`config.mk`:
```
export PLATFORM = sky130hd
export DESIGN_NAME = app_frac_det
export DESIGN_NICKNAME = d
export VERILOG_FILES = /design/src/rtl/app_frac_det.sv
export SDC_FILE = /design/constraint.sdc
export NUM_CORES = 1
export LEC_CHECK = 0
export ABC_AREA = 1
export CAP_MARGIN = 20
export CORE_ASPECT_RATIO = 1.1
export CORE_UTILIZATION = 34
export DETAILED_ROUTE_END_ITERATION = 16
export GPL_ROUTABILITY_DRIVEN = 0
export PLACE_DENSITY = 0.58
export SLEW_MARGIN = 20
export SYNTH_ARGS = -nofsm -noshare
export SYNTH_HDL_FRONTEND = slang
export SYNTH_SLANG_ARGS = --single-unit
```
`constraint.sdc`:
```
create_clock -name clk_sys -period 5.4 [get_ports clk_sys]
set_input_delay 1.62 -clock clk_sys [delete_from_list [all_inputs] [get_ports clk_sys]]
set_output_delay 1.62 -clock clk_sys [all_outputs]
set_load 0.01 [all_outputs]
```
`src/rtl/app_frac_det.sv`:
```
// Multi-channel ring fracture detector: threshold, debounce, sticky status, event counters, masked irq.
// Latency: status/counters update on the qualifying sample edge; fx_q 1 cycle after fx_rd; irq_frac 1 cycle after status/mask.
// No backpressure: samples and fx accesses are accepted every cycle; fx_q holds between reads.
module app_frac_det #(
  parameter int          NCH       = 8,
  parameter int          DW        = 16,
  parameter int          CNT_W     = 8,
  parameter logic [21:0] BASE_ADDR = 22'h000100
) (
  input  logic              clk_sys,
  input  logic              rst,
  input  logic [NCH*DW-1:0] ph_ring,
  input  logic [NCH-1:0]    ph_vld,
  input  logic [21:0]       fx_waddr,
  input  logic              fx_wr,
  input  logic [7:0]        fx_data,
  input  logic [21:0]       fx_raddr,
  input  logic              fx_rd,
  output logic [7:0]        fx_q,
  output logic [NCH-1:0]    stu_frac,
  output logic              irq_frac
);

  localparam logic [21:0] NREG = 22'(8 + NCH);

  logic [15:0]          ring_th;
  logic [7:0]           deb_len;
  logic [7:0]           ctrl;
  logic [NCH-1:0]       irq_mask;
  logic [7:0]           deb_eff;
  logic [21:0]          woff;
  logic [21:0]          roff;
  logic                 wsel;
  logic [NCH-1:0]       clr_stu;
  logic [NCH-1:0]       clr_cnt;
  logic [NCH-1:0]       evt;
  logic [NCH*CNT_W-1:0] cnt_flat;
  logic [7:0]           rd_dat;

  // Byte offsets relative to the block base; out-of-window accesses fall through
  assign woff    = fx_waddr - BASE_ADDR;
  assign roff    = fx_raddr - BASE_ADDR;
  assign wsel    = fx_wr && (woff < NREG);
  assign clr_stu = (wsel && woff == 22'd4) ? fx_data[NCH-1:0] : '0;
  assign clr_cnt = (wsel && woff == 22'd7) ? fx_data[NCH-1:0] : '0;
  // A debounce length of zero behaves as a single-sample debounce
  assign deb_eff = (deb_len == 8'd0) ? 8'd1 : deb_len;

  // Configuration registers written from the fx bus
  always_ff @(posedge clk_sys) begin
    if (rst) begin
      ring_th  <= 16'h8000;
      deb_len  <= 8'd4;
      ctrl     <= 8'h01;
      irq_mask <= '0;
    end else if (wsel) begin
      case (woff)
        22'd0:   ring_th[7:0]  <= fx_data;
        22'd1:   ring_th[15:8] <= fx_data;
        22'd2:   deb_len       <= fx_data;
        22'd5:   ctrl          <= fx_data;
        22'd6:   irq_mask      <= fx_data[NCH-1:0];
        default: ;
      endcase
    end
  end

  for (genvar k = 0; k < NCH; k++) begin : g_ch
    logic [DW-1:0]    smp;
    logic             hit;
    logic [7:0]       run_cnt;
    logic [7:0]       run_inc;
    logic             armed;
    logic [CNT_W-1:0] evt_cnt;

    assign smp     = ph_ring[k*DW +: DW];
    assign hit     = ctrl[1] ? (smp < ring_th[DW-1:0]) : (smp > ring_th[DW-1:0]);
    assign run_inc = (run_cnt == 8'hFF) ? 8'hFF : run_cnt + 8'd1;
    // Only the sample that lands exactly on the debounce length fires, and only once per run
    assign evt[k]  = ctrl[0] && ph_vld[k] && hit && armed && (run_inc == deb_eff);
    assign cnt_flat[k*CNT_W +: CNT_W] = evt_cnt;

    // Run-length tracking; disable or a miss restarts the run and re-arms
    always_ff @(posedge clk_sys) begin
      if (rst || !ctrl[0]) begin
        run_cnt <= 8'd0;
        armed   <= 1'b1;
      end else if (ph_vld[k]) begin
        if (hit) begin
          run_cnt <= run_inc;
          if (evt[k]) armed <= 1'b0;
        end else begin
          run_cnt <= 8'd0;
          armed   <= 1'b1;
        end
      end
    end

    // Saturating event counter; a clear racing an increment leaves one count
    always_ff @(posedge clk_sys) begin
      if (rst) begin
        evt_cnt <= '0;
      end else if (evt[k]) begin
        if (clr_cnt[k])                 evt_cnt <= CNT_W'(1);
        else if (evt_cnt != '1)         evt_cnt <= evt_cnt + CNT_W'(1);
      end else if (clr_cnt[k]) begin
        evt_cnt <= '0;
      end
    end
  end

  // Sticky status; a new event beats a same-cycle clear
  always_ff @(posedge clk_sys) begin
    if (rst) stu_frac <= '0;
    else     stu_frac <= (stu_frac & ~clr_stu) | evt;
  end

  // Interrupt follows masked status one cycle later
  always_ff @(posedge clk_sys) begin
    if (rst) irq_frac <= 1'b0;
    else     irq_frac <= |(stu_frac & irq_mask);
  end

  // Read mux; strobe registers and unmapped offsets read as zero
  always_comb begin
    rd_dat = 8'h00;
    case (roff)
      22'd0: rd_dat = ring_th[7:0];
      22'd1: rd_dat = ring_th[15:8];
      22'd2: rd_dat = deb_len;
      22'd3: rd_dat[NCH-1:0] = stu_frac;
      22'd5: rd_dat = ctrl;
      22'd6: rd_dat[NCH-1:0] = irq_mask;
      default: begin
        for (int k = 0; k < NCH; k++) begin
          if (roff == 22'(8 + k)) rd_dat = cnt_flat[k*CNT_W +: CNT_W];
        end
      end
    endcase
  end

  // Registered read data, held while no read is issued
  always_ff @(posedge clk_sys) begin
    if (rst)        fx_q <= 8'h00;
    else if (fx_rd) fx_q <= rd_dat;
  end

endmodule

```
==> results of run 1 <==
power by group through the flow:
stage               clock (mW)  combinational (mW)  sequential (mW)
floorplan                    0               0.222             1.47
global placement             0               0.450             1.47
detailed placement           0               0.458             1.47
CTS                       1.39               0.460             1.44
global route              1.45               0.513             1.44
finish                    1.36               0.461             1.44
Yosys cell counts (3+ instances only):
| cell type | n |
|---|---|
| nand2_1 | 676 |
| inv_1 | 316 |
| nand3_1 | 232 |
| a21oi_1 | 230 |
| nor2_1 | 225 |
| dfxtp_1 | 193 |
| ha_1 | 144 |
| o21ai_0 | 128 |
| nand4_1 | 93 |
| xor2_1 | 37 |
| clkbuf_1 | 26 |
| nor3_1 | 24 |
| nand3b_1 | 20 |
| nor2_2 | 20 |
| nand3_2 | 17 |
| o21ai_1 | 16 |
| buf_2 | 14 |
| nand2_2 | 14 |
| nor2_4 | 11 |
| xnor2_1 | 11 |
| clkinv_1 | 10 |
| inv_2 | 10 |
| o21bai_1 | 10 |
| o22ai_1 | 8 |
| buf_6 | 7 |
| nor3_2 | 7 |
| a31oi_1 | 5 |
| o2111ai_1 | 5 |
| a21oi_2 | 4 |
| and3_1 | 4 |
| buf_4 | 4 |
| nand4_2 | 4 |
| nor3b_1 | 4 |
| nor2_8 | 3 |
| o21ai_2 | 3 |
worst max-delay path, stage by stage:
cell             delay (ns)
clkdlybuf4s50_1        0.42
nor2_1                 0.14
nand3_1                0.10
nor2_2                 0.17
nand3_1                0.12
nor2_1                 0.66
nand3_1                0.46
nand4_1                0.44
nor2_1                 0.10
nand2_1                0.08
a21oi_1                0.06
final cells by class:
| cell class | instances | area, sq um |
|---|---|---|
| clock inverter | 15 | 214 |
| sequential | 193 | 3860 |
| inverter | 336 | 1260 |
| fill | 4886 | 27300 |
| timing repair buffer | 220 | 2180 |
| tap | 637 | 797 |
| multi-input combinational | 1984 | 10800 |
| clock buffer | 17 | 425 |
| antenna | 1 | 2.50 |
kinds of logic after synthesis:
kind of cell / count (synthesis) / share of synthesized area, %
adder cells (fa/ha/maj): 144 / 11.1
flip-flops: 193 / 23.8
AND/OR/NAND/NOR: 1369 / 38.9
AO/OA/AOI/OAI: 423 / 13.9
buffers and inverters: 389 / 9.61
XOR/XNOR: 48 / 2.59
per-stage QoR:
stage | instance area, sq um | cells
floorplan | 16200 | 2566
global placement | 18900 | 3370
detailed placement | 18900 | 3370
CTS | 19500 | 3402
global route | 19500 | 3403
finish | 19500 | 3403
metal layers:
metal | vias to the layer above | routed length, microns
li1 | 8903 | -
met1 | 8190 | 25400
met2 | 579 | 26300
met3 | 106 | 3470
met4 | 0 | 1810
met5 | - | 0
flip-flops by register name (all words and copies together) (netlist names):
name          cells
g_ch.armed        8
irq_mask          8
irq_frac          1
g_ch.run_cnt     64
g_ch.evt_cnt     64
fx_q              8
deb_len           8
ring_th          16
stu_frac          8
ctrl              8
worst paths after layout:
kind                            from                  to  slack (ns)  cells past startpoint
setup / recovery        fx_raddr[14]             fx_q[0]        1.38                     11
setup reg to reg          ring_th[9]  g_ch[6].evt_cnt[2]        2.21                     14
hold reg to reg   g_ch[6].evt_cnt[7]  g_ch[6].evt_cnt[7]        0.47                      2
hold / removal    g_ch[6].evt_cnt[7]  g_ch[6].evt_cnt[7]        0.47                      2
==> results.yml, run 1 <==
status:
  status: "complete, no violations"
sta:
  skew_ns: 0.0229
  hold_viol: 0
  final_max_slew_viol_count: 0
  fmax_mhz: 249
  period_needed_ns: 4.02
  whs_ns: 0.473
  setup_viol: 0
  rsz0062_at_grt: "false"
  setup_tns_ns: 0
  slew-limit-headroom_pct: 41.9
  worst_slew_pin_slew_ns: 0.865
  min_period_over_period_pct: 74.5
  setup_slack_ns: 1.38
synth:
  netlist_top_cells_area: "dfxtp_1 24%, nand2_1 16%, ha_1 11%, inv_1 7.3%, nand3_1 7.2%"
  synthDistinctLibCells: 58
  synth_area_sq_um: 16200
  ys_seq_area_share_pct: 23.8
  synth_edf_count: 0
  ys.flop_type: "dfxtp_1"
  yosysTopAreaCell: "dfxtp_1"
  async_flop_share_pct: 0
  postSynthCellCount: 2566
  syn_avg_cell_area_sq_um: 6.31
  synth_warnings: 0
  ys_ff_latch: 193
  synth_nets: 2902
  netlist.area_leader.share_pct: 23.8
routing:
  ant_nets: 0
  drt_iter0_drc: 1281
  drc: 0
  drt-vias-per-instance: 5.22
  vias: 17778
  dr.pass1.iters: 6
  wl_microns: 57000
  avgRoutedWirePerCell_microns: 16.7
power_and_ir_drop:
  combinationalPowerShare_pct: 14.1
  vdd_drop_max_mv: 0.228
  power.switching_mw: 0.972
  fin_total_pwr_mw: 3.26
  p_leak_nw: 8.47
  switching_share_pct: 29.8
  p_clk_share_pct: 41.8
  sequentialPowerShare_pct: 44.1
  powerDensity_nw_per_um2: 167
  p_int_mw: 2.29
die:
  initial_utilization_pct: 34.6
  die_area_sq_um: 48500
  die_h_microns: 231
  die_w_microns: 210
  core.rowCount: 83
  core_sq_um: 46800
  io_pins: 209
clock_network:
  cts-buffers-inserted: 17
  cts-resized-gates: 0
  cts_root_buffer: "clkbuf_16"
  cts.reportedPaths.clkPinSlew_ns: 0.08
  cts_setup_buffers: 0
  cts_tree: "done"
  cts_sinks: 193
  insertion_delay_ns: 0.47
  htree_levels: 4
  cts_hold_buf: 0
  cts_buffer_depth: 2
cells_and_area:
  final_cell_mix: "676 x nand2_1, 316 x inv_1, 232 x nand3_1"
  layout-drive-gt1-share_pct: 5.39
  layout.nets: 3088
  final_util_pct: 41.7
  syn_to_final_growth_pct: 20.5
  final_common_cell: "nand2_1"
min_path:
  hp-class: "reg2reg"
grt:
  antenna_found_initial: 1
  met2_usage_pct: 39.7
  overflow: 0
  grt.busiest_layer: "met2"
  track_usage_pct: 23.5
  grt_pass1_vias: 16641
  grt_pass1_wl_microns: 89800
  grtUsageMet1_pct: 30.3
  use_met3_pct: 3.32
  grt_max_degree: 73
setup_path:
  start_kind: "input port"
  crit_path_max_fanout: 13
  crit_required_ns: 5.75
  end_kind: "register"
  path_class: "in2reg"
  arrival_ns: 4.38
place:
  dp_slack_ns: 0.966
  port-buffer-count: 208
  hpwl_microns: 44300
job:
  drv_cap: 0
Note: power is estimated with default switching activity, not from simulation.
==> run 2: changes to the inputs <==
PLACE_DENSITY = 0.59   (was 0.58)
clock period = 3.3 ns   (was 5.4 ns; I/O delays follow)
==> results.yml, run 2 (synthesis gave the netlist of run 1 again) <==
routing:
  drt_iter0_drc: 1222
  wl_microns: 58500
  ant_nets: 0
  avgRoutedWirePerCell_microns: 16.8
  drc: 0
  dr.pass1.iters: 6
  vias: 18023
  drt-vias-per-instance: 5.17
clock_network:
  htree_levels: 4
  cts-resized-gates: 0
  cts_buffer_depth: 2
  cts.reportedPaths.clkPinSlew_ns: 0.08
  cts-buffers-inserted: 17
  cts_sinks: 193
  cts_setup_buffers: 0
  cts_root_buffer: "clkbuf_16"
  insertion_delay_ns: 0.48
  cts_tree: "done"
  cts_hold_buf: 0
die:
  die_w_microns: 210
  die_h_microns: 231
  initial_utilization_pct: 34.6
  core.rowCount: 83
  io_pins: 209
  core_sq_um: 46800
  die_area_sq_um: 48500
cells_and_area:
  layout.nets: 3173
  final_util_pct: 43.2
  final_cell_mix: "676 x nand2_1, 316 x inv_1, 232 x nand3_1"
  syn_to_final_growth_pct: 24.8
  design_area_sq_um: 20200
  fin_cells: 3488
  layout-drive-gt1-share_pct: 8.21
  largestRegisters: "g_ch.evt_cnt x64, g_ch.run_cnt x64, ring_th x16"
  final_common_cell: "nand2_1"
grt:
  grt_max_degree: 55
  antenna_found_initial: 1
  track_usage_pct: 24.1
  overflow: 0
  grt_pass1_wl_microns: 91100
  grt_pass1_vias: 17133
sta:
  setup_viol: 0
  slew-limit-headroom_pct: 47.4
  setup_slack_ns: 0.321
  setup_tns_ns: 0
  final_max_slew_viol_count: 0
  whs_ns: 0.459
  min_period_over_period_pct: 90.3
  skew_ns: 0.0197
  period_needed_ns: 2.98
  rsz0062_at_grt: "false"
  hold_viol: 0
  worst_slew_pin_slew_ns: 0.789
  fmax_mhz: 336
setup_path:
  worstSetupEndpoint: "g_ch[1].evt_cnt[2]"
  arrival_ns: 3.40
  crit_start: "ph_ring[31]"
  path_class: "in2reg"
  end_kind: "register"
  crit_required_ns: 3.72
  crit_path_max_fanout: 5
  reg2reg_to: "g_ch[1].evt_cnt[2]"
  r2r_cells: 13
  r2r_start: "ring_th[15]"
  r2r_slack_ns: 0.41
  start_kind: "input port"
place:
  port-buffer-count: 208
  hpwl_microns: 45200
  postPlaceCellArea_sq_um: 19700
  dp_slack_ns: -0.0682
  dp_cells: 3455
power_and_ir_drop:
  powerDensity_nw_per_um2: 260
  p_leak_nw: 8.88
  vdd_drop_max_mv: 0.299
  fin_total_pwr_mw: 5.25
min_path:
  hp-class: "reg2reg"
job:
  drv_cap: 0
status:
  status: "complete, no violations"
## run 2: cell types whose count changed in the layout (fill, tap and decap cells not counted)
cell,delta
clkinv_8,-9
clkinvlp_4,+5
buf_4,+75
inv_6,+3
inv_8,+1
buf_12,+10
## run 2: worst max-delay path: stages
cell,delay (ns)
clkdlybuf4s50_1,0.41
ha_1,0.34
a21oi_1,0.15
o21ai_0,0.11
nor2_1,0.23
nand3_1,0.11
nand2_1,0.22
nand3_1,0.33
nor2_2,0.24
nand2_1,0.08
nand2_1,0.07
nand2_1,0.05
nor2_1,0.08
## run 2: power by group
group,internal [mW],total [mW],switching [mW]
registers,2.34,2.35,0.0135
logic,0.398,0.800,0.402
clock network,1.00,2.10,1.10
## run 2: worst min-delay path by stage
stage / from / end / slack [ns] / cells after the start
after CTS: g_ch[6].evt_cnt[7] / g_ch[6].evt_cnt[7] / 0.47 / 2
after global placement: g_ch[6].evt_cnt[4] / g_ch[6].evt_cnt[4] / 0.45 / 2
after floorplan: g_ch[6].evt_cnt[4] / g_ch[6].evt_cnt[4] / 0.44 / 2
final: g_ch[6].evt_cnt[7] / g_ch[6].evt_cnt[7] / 0.46 / 2
after detailed placement: g_ch[6].evt_cnt[7] / g_ch[6].evt_cnt[7] / 0.45 / 2
after global routing: g_ch[4].run_cnt[7] / g_ch[4].run_cnt[7] / 0.49 / 2
## run 2: cell type report
class / instances / area, sq um
Inverter: 336 / 1260
Fill cell: 4899 / 26600
Tap cell: 637 / 797
Sequential cell: 193 / 3860
Antenna cell: 1 / 2.50
Timing Repair Buffer: 305 / 2950
Clock buffer: 17 / 425
Clock inverter: 15 / 143
Multi-Input combinational cell: 1984 / 10800
## run 2: routing by layer
metal	track usage, %	up-vias	wire length, microns
li1	-	9055	-
met1	30.9	8315	25800
met2	40.3	575	27400
met3	4.27	78	3740
met4	8.10	0	1580
met5	0	-	0
==> run 3: changes to the inputs <==
CELL_PAD_IN_SITES_DETAIL_PLACEMENT = 1   (was default)
CELL_PAD_IN_SITES_GLOBAL_PLACEMENT = 1   (was default)
CORE_UTILIZATION = 43   (was 34)
PLACE_DENSITY = 0.91   (was 0.59)
clock period = 3.65 ns   (was 3.3 ns; I/O delays follow)
==> results.yml, run 3 (synthesis gave the netlist of run 1 again) <==
status:
  status: "complete, no violations"
sta:
  min_period_over_period_pct: 91.9
  setup_viol: 0
  setup_tns_ns: 0
  final_max_slew_viol_count: 0
  slew-limit-headroom_pct: 42.9
  worst_slew_pin_slew_ns: 0.856
  skew_ns: 0.0164
  hold_viol: 0
  whs_ns: 0.470
  fmax_mhz: 298
  setup_slack_ns: 0.296
  period_needed_ns: 3.35
  rsz0062_at_grt: "false"
cells_and_area:
  syn_to_final_growth_pct: 21.4
  final_common_cell: "nand2_1"
  layout.nets: 3137
  largestRegisters: "g_ch.evt_cnt x64, g_ch.run_cnt x64, ring_th x16"
  layout-drive-gt1-share_pct: 7.04
  final_cell_mix: "676 x nand2_1, 316 x inv_1, 232 x nand3_1"
  fin_cells: 3313
  final_util_pct: 53.0
power_and_ir_drop:
  powerDensity_nw_per_um2: 245
  vdd_drop_max_mv: 0.301
  p_leak_nw: 8.69
routing:
  avgRoutedWirePerCell_microns: 21.0
  top_layer_used: "met5"
  vias: 19412
  wl_met2_microns: 32800
  drt_iter0_drc: 1251
  dr.pass1.iters: 5
  drt-met1-wl_microns: 27400
  ant_nets: 0
  wl_met3_microns: 4730
  drc: 0
  drt-vias-per-instance: 5.86
  wl_microns: 69700
die:
  core_sq_um: 37100
  core.rowCount: 74
  die_area_sq_um: 38500
  die_w_microns: 187
  io_pins: 209
  initial_utilization_pct: 43.6
  die_h_microns: 206
grt:
  antenna_found_initial: 4
  overflow: 0
  grt_pass1_wl_microns: 108000
  grt_max_degree: 47
  grt_pass1_vias: 20446
  track_usage_pct: 35.8
clock_network:
  cts_root_buffer: "clkbuf_16"
  cts_sinks: 193
  insertion_delay_ns: 0.48
  cts_buffer_depth: 2
  cts-resized-gates: 0
  cts_tree: "done"
  htree_levels: 4
  cts.reportedPaths.clkPinSlew_ns: 0.08
  cts_setup_buffers: 0
  cts-buffers-inserted: 17
  cts_hold_buf: 0
place:
  dp_cells: 3276
  hpwl_microns: 53800
  port-buffer-count: 208
  dp_slack_ns: -0.0436
setup_path:
  start_kind: "input port"
  crit_required_ns: 4.06
  crit_path_max_fanout: 4
  path_class: "in2reg"
  end_kind: "register"
  arrival_ns: 3.76
min_path:
  hp-class: "reg2reg"
job:
  drv_cap: 0
run 3: changes by cell type in the layout (fill, tap and decap cells not counted):
cell | previous run | this run
buf_12 | 11 | 1
buf_4 | 86 | 60
clkbuf_8 | 0 | 1
clkinv_2 | 0 | 1
clkinv_4 | 1 | 2
clkinv_8 | 1 | 2
clkinvlp_4 | 5 | 1
diode_2 | 1 | 5
run 3: final timing paths:
path | start | endpoint | slack (ns) | depth (start not counted)
setup / recovery | ph_ring[119] | g_ch[7].evt_cnt[3] | 0.30 | 13
setup reg to reg | ring_th[7] | g_ch[7].evt_cnt[3] | 0.69 | 13
hold / removal | g_ch[6].evt_cnt[7] | g_ch[6].evt_cnt[7] | 0.47 | 2
hold reg to reg | g_ch[6].evt_cnt[7] | g_ch[6].evt_cnt[7] | 0.47 | 2
run 3: area by class of cell:
class                      instances  area [sq um]
antenna                            5          12.5
clock buffer                      18           439
clock inverter                    14           143
fill                            5016         17500
inverter                         336          1260
multi-input combinational       1984         10800
sequential                       193          3860
tap                              494           618
timing repair buffer             269          2550
run 3: per-layer routing:
metal  up-vias  GRT usage (%)
li1       8992              -
met1      9334           40.4
met2       807           61.6
met3       277           7.11
met4         2           23.5
met5         -              0
run 3: worst max-delay path, cell delays in order:
cell	delay, ns
clkdlybuf4s50_1	0.45
ha_1	0.33
nand2_1	0.08
o21ai_0	0.32
a21oi_1	0.13
or2_2	0.32
nand3_1	0.12
nand2_1	0.12
inv_1	0.09
nand2_1	0.26
o21ai_0	0.30
nand2_1	0.08
nor2_1	0.08
run 3: report_power, final:
| group | total, mW | switching (mW) | leakage (nW) | internal, mW |
|---|---|---|---|---|
| logic | 0.759 | 0.408 | 6.84 | 0.351 |
| registers | 2.13 | 0.0142 | 1.56 | 2.11 |
| clock network | 1.94 | 1.01 | 0.285 | 0.930 |
| total | 4.82 | 1.43 | 8.69 | 3.40 |
run 3: metrics by stage:
step,area [sq um],total power [mW]
floorplan,16200,2.50
global placement,19100,2.87
detailed placement,19100,2.92
CTS,19700,4.82
global route,19700,4.98
finish,19700,4.82
